$ cat src/rtl/coin_defs.sv
// Shared coin codes and acceptor state encoding, also used by the vending FSM.
package coin_defs;

    localparam logic [3:0] COIN_NONE = 4'b0000;
    localparam logic [3:0] COIN_5    = 4'b0101;
    localparam logic [3:0] COIN_10   = 4'b1010;

    localparam logic [2:0] S_IDLE     = 3'd0;
    localparam logic [2:0] S_DEBOUNCE = 3'd1;
    localparam logic [2:0] S_EMIT     = 3'd2;
    localparam logic [2:0] S_REJECT   = 3'd3;
    localparam logic [2:0] S_RELEASE  = 3'd4;
    localparam logic [2:0] S_JAM      = 3'd5;

    typedef enum logic [2:0] {
        ST_IDLE     = S_IDLE,
        ST_DEBOUNCE = S_DEBOUNCE,
        ST_EMIT     = S_EMIT,
        ST_REJECT   = S_REJECT,
        ST_RELEASE  = S_RELEASE,
        ST_JAM      = S_JAM
    } state_e;

endpackage

$ cat src/rtl/sync_2ff.sv
// One-bit two-flop synchroniser for an asynchronous sensor line.
module sync_2ff (
    input  logic clk,
    input  logic rst_n,
    input  logic d,
    output logic q
);
    logic meta_q, meta_d;
    logic sync_q, sync_d;

    // Next values: shift the raw line through two stages.
    always_comb begin
        meta_d = d;
        sync_d = meta_q;
    end

    // Synchroniser stages.
    always_ff @(posedge clk or negedge rst_n) begin
        if (!rst_n) begin
            meta_q <= 1'b0;
            sync_q <= 1'b0;
        end else begin
            meta_q <= meta_d;
            sync_q <= sync_d;
        end
    end

    assign q = sync_q;

endmodule

$ cat src/rtl/coin_acceptor.sv
// Coin acceptor front end: debounces the 5/10 chute sensors and emits single-cycle
// coin codes, return pulses and a jam flag, all from registers.
module coin_acceptor
    import coin_defs::*;
#(
    parameter int DEBOUNCE_CYCLES = 4,
    parameter int JAM_CYCLES      = 64
) (
    input  logic       clk,
    input  logic       rst,
    input  logic       sense_5,
    input  logic       sense_10,
    input  logic       accept_en,
    output logic [3:0] coin,
    output logic       coin_return,
    output logic       jam,
    output logic       busy
);
    localparam int CW = $clog2(JAM_CYCLES);
    localparam logic [CW-1:0] DEB_LAST = CW'(DEBOUNCE_CYCLES - 1);
    localparam logic [CW-1:0] JAM_LAST = CW'(JAM_CYCLES - 1);
    localparam logic [CW-1:0] CNT_MAX  = {CW{1'b1}};

    logic s5, s10;
    state_e state_q, state_d;
    logic [CW-1:0] cnt_q, cnt_d, cnt_inc;
    logic sel10_q, sel10_d;
    logic lat_s, oth_s;
    logic [3:0] coin_q, coin_d;
    logic ret_q, ret_d, jam_q, jam_d, busy_q, busy_d;

    sync_2ff u_sync_5  (.clk(clk), .rst_n(rst), .d(sense_5),  .q(s5));
    sync_2ff u_sync_10 (.clk(clk), .rst_n(rst), .d(sense_10), .q(s10));

    // Next-state, shared counter and latched coin type.
    always_comb begin
        state_d = state_q;
        cnt_d   = cnt_q;
        sel10_d = sel10_q;
        cnt_inc = (cnt_q == CNT_MAX) ? cnt_q : cnt_q + CW'(1);
        lat_s   = sel10_q ? s10 : s5;
        oth_s   = sel10_q ? s5 : s10;
        case (state_q)
            ST_IDLE: begin
                cnt_d = '0;
                if (s5 && s10) begin
                    state_d = ST_REJECT;
                end else if (s5 || s10) begin
                    if (accept_en) begin
                        state_d = ST_DEBOUNCE;
                        sel10_d = s10;
                    end else begin
                        state_d = ST_REJECT;
                    end
                end else begin
                    state_d = ST_IDLE;
                end
            end
            ST_DEBOUNCE: begin
                // A second coin appearing overrides a glitch or a completed count.
                if (oth_s) begin
                    state_d = ST_REJECT;
                end else if (!lat_s) begin
                    state_d = ST_IDLE;
                end else if (cnt_q == DEB_LAST) begin
                    state_d = ST_EMIT;
                end else begin
                    cnt_d = cnt_inc;
                end
            end
            ST_EMIT, ST_REJECT: begin
                state_d = ST_RELEASE;
                cnt_d   = '0;
            end
            ST_RELEASE: begin
                if (!s5 && !s10) begin
                    state_d = ST_IDLE;
                    cnt_d   = '0;
                end else begin
                    cnt_d = cnt_inc;
                    if (cnt_inc == JAM_LAST) begin
                        state_d = ST_JAM;
                    end else begin
                        state_d = ST_RELEASE;
                    end
                end
            end
            ST_JAM: begin
                if (!s5 && !s10) begin
                    state_d = ST_IDLE;
                    cnt_d   = '0;
                end else begin
                    state_d = ST_JAM;
                end
            end
            default: begin
                state_d = ST_IDLE;
                cnt_d   = '0;
            end
        endcase
    end

    // Output registers decoded from the next state so they align with the state.
    always_comb begin
        coin_d = (state_d == ST_EMIT) ? (sel10_d ? COIN_10 : COIN_5) : COIN_NONE;
        ret_d  = (state_d == ST_REJECT);
        jam_d  = (state_d == ST_JAM);
        busy_d = (state_d != ST_IDLE);
    end

    // State, counter and output registers.
    always_ff @(posedge clk or negedge rst) begin
        if (!rst) begin
            state_q <= ST_IDLE;
            cnt_q   <= '0;
            sel10_q <= 1'b0;
            coin_q  <= COIN_NONE;
            ret_q   <= 1'b0;
            jam_q   <= 1'b0;
            busy_q  <= 1'b0;
        end else begin
            state_q <= state_d;
            cnt_q   <= cnt_d;
            sel10_q <= sel10_d;
            coin_q  <= coin_d;
            ret_q   <= ret_d;
            jam_q   <= jam_d;
            busy_q  <= busy_d;
        end
    end

    assign coin        = coin_q;
    assign coin_return = ret_q;
    assign jam         = jam_q;
    assign busy        = busy_q;

endmodule

$ cat config.mk
export PLATFORM = sky130hd
export DESIGN_NAME = coin_acceptor
export DESIGN_NICKNAME = d
export VERILOG_FILES = /design/src/rtl/coin_defs.sv /design/src/rtl/sync_2ff.sv /design/src/rtl/coin_acceptor.sv
export SDC_FILE = /design/constraint.sdc
export NUM_CORES = 1
export LEC_CHECK = 0
export ABC_AREA = 1
export CAP_MARGIN = 20
export CORE_MARGIN = 5
export CORE_UTILIZATION = 55
export DETAILED_ROUTE_END_ITERATION = 12
export GPL_ROUTABILITY_DRIVEN = 0
export GPL_TIMING_DRIVEN = 0
export PLACE_DENSITY = 0.76
export SETUP_SLACK_MARGIN = 0.05
export SYNTH_ARGS = -nofsm -noshare
export SYNTH_HDL_FRONTEND = slang
export SYNTH_SLANG_ARGS = --single-unit
$ cat constraint.sdc
create_clock -name clk -period 1.7 [get_ports clk]
set_input_delay 0.34 -clock clk [delete_from_list [all_inputs] [get_ports clk]]
set_output_delay 0.34 -clock clk [all_outputs]
set_load 0.02 [all_outputs]
==> metrics <==
Max-Slew Margin vs Limit roughly 47%; Final Hold Slack approximately 0.36 ns; Max clock buf depth 2; largest net degree at the start of global routing 20; WL/cell between 10 and 15 µm; Area Overhead vs Synth 16.43%; Least-Margin Pin Slew 0.7966 ns; Max H-tree Level 1; Slowest-stage cell, CP clkdlybuf4s50_1; RSZ-0062 raised after global routing false; Hold Path Depth 0; die width between 50 and 60 µm; drt first pass iters 4; Post-Synth Simple-Gate Area approximately 37%; Max Clock Freq approximately 0.63 GHz; setup repair bufs after CTS 0; nature of the critical path endpoint output pin; worst-path cell chain clkdlybuf4s50_1; overall global routing resource usage between 10% and 20%; Overflow after GRT 0; number of synthesized flops with an enable pin 0; CP Data Required Time roughly 1.4 ns; post-DP HPWL about 1.8 mm; Core ar. ~2000 µm²; drt via density about 5.2; share of the synthesized area in the top cell type about two fifths; design area between 1000 and 1500 µm²; maximum VDD drop 1.050 mV; io pins 12; worst endpoint data arrival time approximately 1.3 ns; clk_skew roughly 0.0027 ns; starting density of the core between 50% and 60%; Synth cell types 26; mux share of post-synthesis cell area 0%; Post-Synth Adder-Cell Area 1.103%; Worst path depth 1; initial antenna violation count 0; Post-layout nets 161; vias in the first global route about 860; post-route ant nets 0; Area contributors post-synth dfrtp_1 (42%), nand2_1 (9.3%), inv_1 (6.6%), nand3_1 (4.4%), nand3_2 (4.4%); worst r2r dst coin[2]; layout cells sized above 1 between 20% and 30%; Final Hold Vio Count 0; Final Max Slew Viols 0; Root Driver clkbuf_4; CP Buf/Inv Count 1; post-synthesis register bit count 19; crit share post-route between 90% and 100%; area post-placement 1279 µm²; Syn Nets approximately 150; overall routed net length 2.155 mm; crit path to coin[0]; Final WS setup ~0.11 ns; Syn Inst Count between 100 and 150; setup TNS 0 ns; clk slew on worst S/H paths approximately 0.1 ns; PwrDens approximately 1400 nW/µm²; slowest stage delay, CP roughly 0.6 ns; CTS sink cnt 19; worst-skew pair later-pin latency slightly below 0.3 ns; FF-to-FF Start cnt_q[0]; prevailing post-synth register cell dfrtp_1; Chip Height approximately 55 µm; CP top delay family buffers and inverters; vias after detailed routing ~950; CP Launch Type register; total CTS buffers 3; Commonest cells post-synth nand2_1 (28), inv_1 (20), dfrtp_1 (19); CTS Hold Bufs 0; pre-CTS setup slack 0.08133 ns; Rows 16; Post-Syn Area ~1100 µm²; P_leak between 0.6 and 0.7 nW; count leader, synth nand2_1; crit-path max FO 2; post-cts sizing count 2; fill count ~170; number of remaining DRC errors 0; average size of a mapped cell 8.164 µm²; die area ~3100 µm²; largest family of logic cells by synthesized area simple AND/OR/NAND/NOR gates; first-pass GRT wire length around 3.6 mm; Hold/Removal Path Class register to register; Synth Area in Compound Gates approximately 10%; CTS tree done; Syn. warnings 0; critical path startpoint coin[2]; ant diodes 0; status finished, final reports clean; register area share after synthesis between 40% and 50%; asr flop ratio synth 100.0%; 1st-iter DRT viols 19; port bufs 11; max_cap viols 0; reg2reg path depth 10; crit path kind register to output pin; XOR/XNOR Fraction of Synth Area less than 1%; flop2flop setup slack between 0.15 and 0.2 ns; Synth area leader dfrtp_1; final setup violation count 0; clock period minus worst slack approximately 1.6 ns
worst register-to-register path, delay by kind of cell, from the launching register on:
family | cells | cell delay [ns]
flip-flops | 1 | 0.46
adder cells (fa/ha/maj) | 1 | 0.20
AND/OR/NAND/NOR | 9 | 0.78
power breakdown:
group,switching [mW],total [mW],leakage (nW),internal [mW]
clock network,0.134,0.224,0.0139,0.0896
logic,0.560,0.909,0.382,0.348
registers,0.106,0.673,0.245,0.567
total,0.800,1.81,0.641,1.01
worst min-delay path by stage:
stage	start	endpoint	slack, ns
6_report	u_sync_10.meta_q	u_sync_10.q	0.36
5_1_grt	u_sync_10.meta_q	u_sync_10.q	0.38
4_1_cts	u_sync_10.meta_q	u_sync_10.q	0.36
3_5_place_dp	u_sync_10.meta_q	u_sync_10.q	0.34
3_3_place_gp	u_sync_10.meta_q	u_sync_10.q	0.33
2_1_floorplan	rst	busy	0.04
per-layer routing:
metal | vias to the layer above | share of wire, % | global-route usage [%]
li1 | 475 | - | -
met1 | 444 | 44 | 18.06
met2 | 26 | 50 | 23.99
met3 | 0 | 6.0 | 6.294
met4 | 0 | 0 | 2.778
met5 | - | 0 | 0
metrics by stage:
| stage | power (mW) | cells | util [%] |
|---|---|---|---|
| after floorplan | 1.311 | 139 | - |
| after global placement | 1.549 | 177 | 65.18 |
| after detailed placement | 1.582 | 177 | 65.18 |
| after CTS | 1.796 | 181 | 66.58 |
| after global routing | 1.960 | 181 | 67.35 |
| final | 1.806 | 181 | 67.35 |
sequential cells by signal (all words and copies together), names as in the netlist:
register          cells
state_q               3
cnt_q                 6
coin_return           1
sel10_q               1
busy                  1
u_sync_5.q            1
u_sync_10.meta_q      1
u_sync_5.meta_q       1
jam                   1
coin                  2
u_sync_10.q           1
final cells by class:
type,count,area [µm²],area share [%]
multi-input cells,95,566.8,42.90
flip-flops and latches,19,475.5,35.98
repair buffers,11,110.1,8.333
inverters,22,82.58,6.250
well taps,27,33.78,2.557
clock buffers,3,22.52,1.705
plain buffers,3,22.52,1.705
clock inverters,1,7.507,0.5682
cell usage in the layout, fill, tap and decap left out, types with 3 or more instances in the layout:
cell and instances:
nand2_1 28, clkdlybuf4s50_1 8, nand3_1 10, a21oi_2 4, nand2_2 5, nor2_4 4
inv_1 20, dfrtp_1 19, o21ai_1 7, buf_4 3, nor2_1 13, clkbuf_4 3
nand3_2 5, nand4_1 4
logic make-up (layout without fill, tap and decap cells):
kind of cell | count (synthesis) | in the layout
flops | 19 | 19
buf+inv | 25 | 40
simple gates | 76 | 76
compound gates | 17 | 17
fa+ha+maj | 1 | 1
xor+xnor | 1 | 1
Note: power is estimated with default switching activity, not from simulation.
==> edit, RTL diff (same flow settings) <==
The parameter `JAM_CYCLES` goes from 64 to 128.
--- a/src/rtl/coin_acceptor.sv
+++ b/src/rtl/coin_acceptor.sv
@@ -5,5 +5,5 @@
 #(
     parameter int DEBOUNCE_CYCLES = 4,
-    parameter int JAM_CYCLES      = 64
+    parameter int JAM_CYCLES      = 128
 ) (
     input  logic       clk,
Function: same outputs for any inputs over 10 cycles, from zero or initial values and one cycle with rst low; that may be too few to reach the edited logic, so the function may still have changed.
==> edit against the unedited design <==
- cell area increased by 2.3%
- largest power group unchanged
- first-iteration DRC count decreased by 5.3%
- sequential cell count increased by 1
- critical path depth unchanged
- routed wire length increased by 12%
- synthesized area decreased by 1.1%
- power increased by 1.8%
- setup slack improved by 0.021 ns
==> edit: results (changes against the unedited design) <==
{| class="wikitable"
! Metric !! Value
|-
| Result of the run || finished, final reports clean (unchanged)
|-
| H-tree depth || 1 (unchanged)
|-
| Critical-path maximum fanout || 2 (unchanged)
|-
| HPWL after detailed placement || 1710 um (was 1760 um)
|-
| Deepest clock path buffer count || 2 (unchanged)
|-
| Maximum number of pins on one net before global-route repair || 21 (was 20)
|-
| Total Wirelength || 2410 um (was 2160 um)
|-
| Global-route usage over all layers || 18.5% (was 14.7%)
|-
| Post-cts resize count || 4 (was 2)
|-
| Register clock-pin slew on the reported worst setup and hold paths || 0.11 ns
|-
| Placed cell count || 187 (was 177)
|-
| Number of buffers added on ports || 11 (unchanged)
|-
| Global-route wire length before repair || 3930 um (was 3640 um)
|-
| Synthesized Nets || 155 (was 145)
|-
| Max-slew headroom || 41.4% (was 46.7%)
|-
| Highest-delay cell along the critical path || clkdlybuf4s50_1 (unchanged)
|-
| Total of warnings raised by yosys || 0 (unchanged)
|-
| Setup Skew || 0.0111 ns (was 0.00273 ns)
|-
| Fraction of final layout cells sized beyond drive strength 1 || 15.7% (was 22.7%)
|-
| Reg with most FFs || cnt_q (unchanged)
|-
| Number of library cell types mapped by synthesis || 23 (was 26)
|-
| Largest delay share family, worst path || buffers and inverters (unchanged)
|-
| Part of the Yosys area used for sequential elements || 44.6% (was 41.9%)
|-
| Area after DPL || 1270 um2 (was 1280 um2)
|-
| # diodes || 0 (unchanged)
|-
| Initial antenna violation count || 0 (unchanged)
|-
| Number of nets in the layout || 174 (was 161)
|-
| Number of global-route vias before repair || 964 (was 857)
|-
| Number of buffers created by CTS || 3 (unchanged)
|-
| Share of async-settable or async-resettable flops after synthesis || 100% (unchanged)
|-
| Avg Synthesized Cell Area || 7.53 um2 (was 8.16 um2)
|-
| Post-CTS setup repair buffer count || 2 (was 0)
|-
| Largest vdd supply drop || 1.09 mV (was 1.05 mV)
|-
| Cell types occupying the most area after synthesis || dfrtp_1 (45%), nand2_1 (12%), nand3_1 (10%) (was dfrtp_1 (42%), nand2_1 (9.3%), inv_1 (6.6%))
|-
| Flip-flop count of the largest register after layout || 7 (was 6)
|-
| Hold Crit Class || flip-flop to flip-flop (unchanged)
|-
| Buffer cell driving the clock tree root || clkbuf_4 (unchanged)
|-
| Total number of vias || 1036 (was 945)
|-
| Count of fill cells added during filler insertion || 165 (was 166)
|-
| Logic pwr share || 51.6% (was 50.3%)
|-
| Count of TritonRoute iterations in the first routing pass || 4 (unchanged)
|-
| Clock latency on the worst-skew pair || 0.29 ns (about the same)
|-
| Total internal power || 0.00104 W (was 0.00101 W)
|-
| Crit-path max cell delay || 0.60 ns (about the same)
|-
| Most frequent cells after synthesis || nand2_1 (35), nand3_1 (23), dfrtp_1 (20), inv_1 (20), nor2_1 (16) (was nand2_1 (28), inv_1 (20), dfrtp_1 (19))
|-
| Iteration-0 DRC count of the detailed router || 18 (was 19)
|-
| Static power due to leakage || 0.675 nW (was 0.641 nW)
|-
| Clock group || 0.000210 W (was 0.000224 W)
|-
| Wire length per cell after detailed routing || 12.5 um (was 11.9 um)
|-
| Data arrival time of the worst path || 1.23 ns (was 1.25 ns)
|}
==> edit: final cells by class <==
cell class | count | area, um2 | share of cell area, %
Tap cell | 27 | 33.8 | 2.50
Multi-Input combinational cell | 105 | 556 | 41.1
Inverter | 20 | 75.1 | 5.56
Clock buffer | 3 | 22.5 | 1.67
Sequential cell | 20 | 502 | 37.1
Timing Repair Buffer | 14 | 133 | 9.81
Buffer | 4 | 30.0 | 2.22
==> edit: path summary, 6_finish.rpt <==
path	from	endpoint	slack, ns	depth (start not counted)
setup / recovery	coin[2]	coin[0]	0.13	1
hold / removal	u_sync_10.meta_q	u_sync_10.q	0.36	0
setup reg to reg	cnt_q[0]	jam	0.16	10
max in group asynchronous	rst	cnt_q[5]	0.58	1
min in group asynchronous	rst	jam	0.54	1
hold reg to reg	u_sync_10.meta_q	u_sync_10.q	0.36	0
==> edit: logic make-up (layout without fill, tap and decap cells) <==
kind of cell	Yosys count	after routing	synth area share [%]
AOI/OAI and AO/OA	17	17	9.14
xor gates and xnor gates	1	1	0.781
adders and majority gates	1	1	1.11
buffers and inverters	24	41	9.36
DFF	20	20	44.6
and+or+nand+nor	86	86	35.0
==> edit: per-layer routing <==
layer	routed length, um	vias to the layer above	track usage (%)
met5	0	-	0
met4	10	0	9.72
met3	93	2	4.29
met2	1200	20	29.3
met1	1110	497	23.4
li1	-	517	-
==> edit: per-stage QoR <==
stage	setup slack [ns]	setup TNS, ns	hold WS (ns)	power (W)	utilization [%]
2_1_floorplan	0.214	0	0.0444	0.00130	-
3_3_place_gp	-0.0849	-0.175	0.333	0.00155	64.5
3_5_place_dp	-0.132	-0.315	0.338	0.00157	64.5
4_1_cts	0.0831	0	0.368	0.00180	66.5
5_1_grt	-0.00760	-0.0136	0.374	0.00201	68.9
6_report	0.131	0	0.357	0.00184	68.9
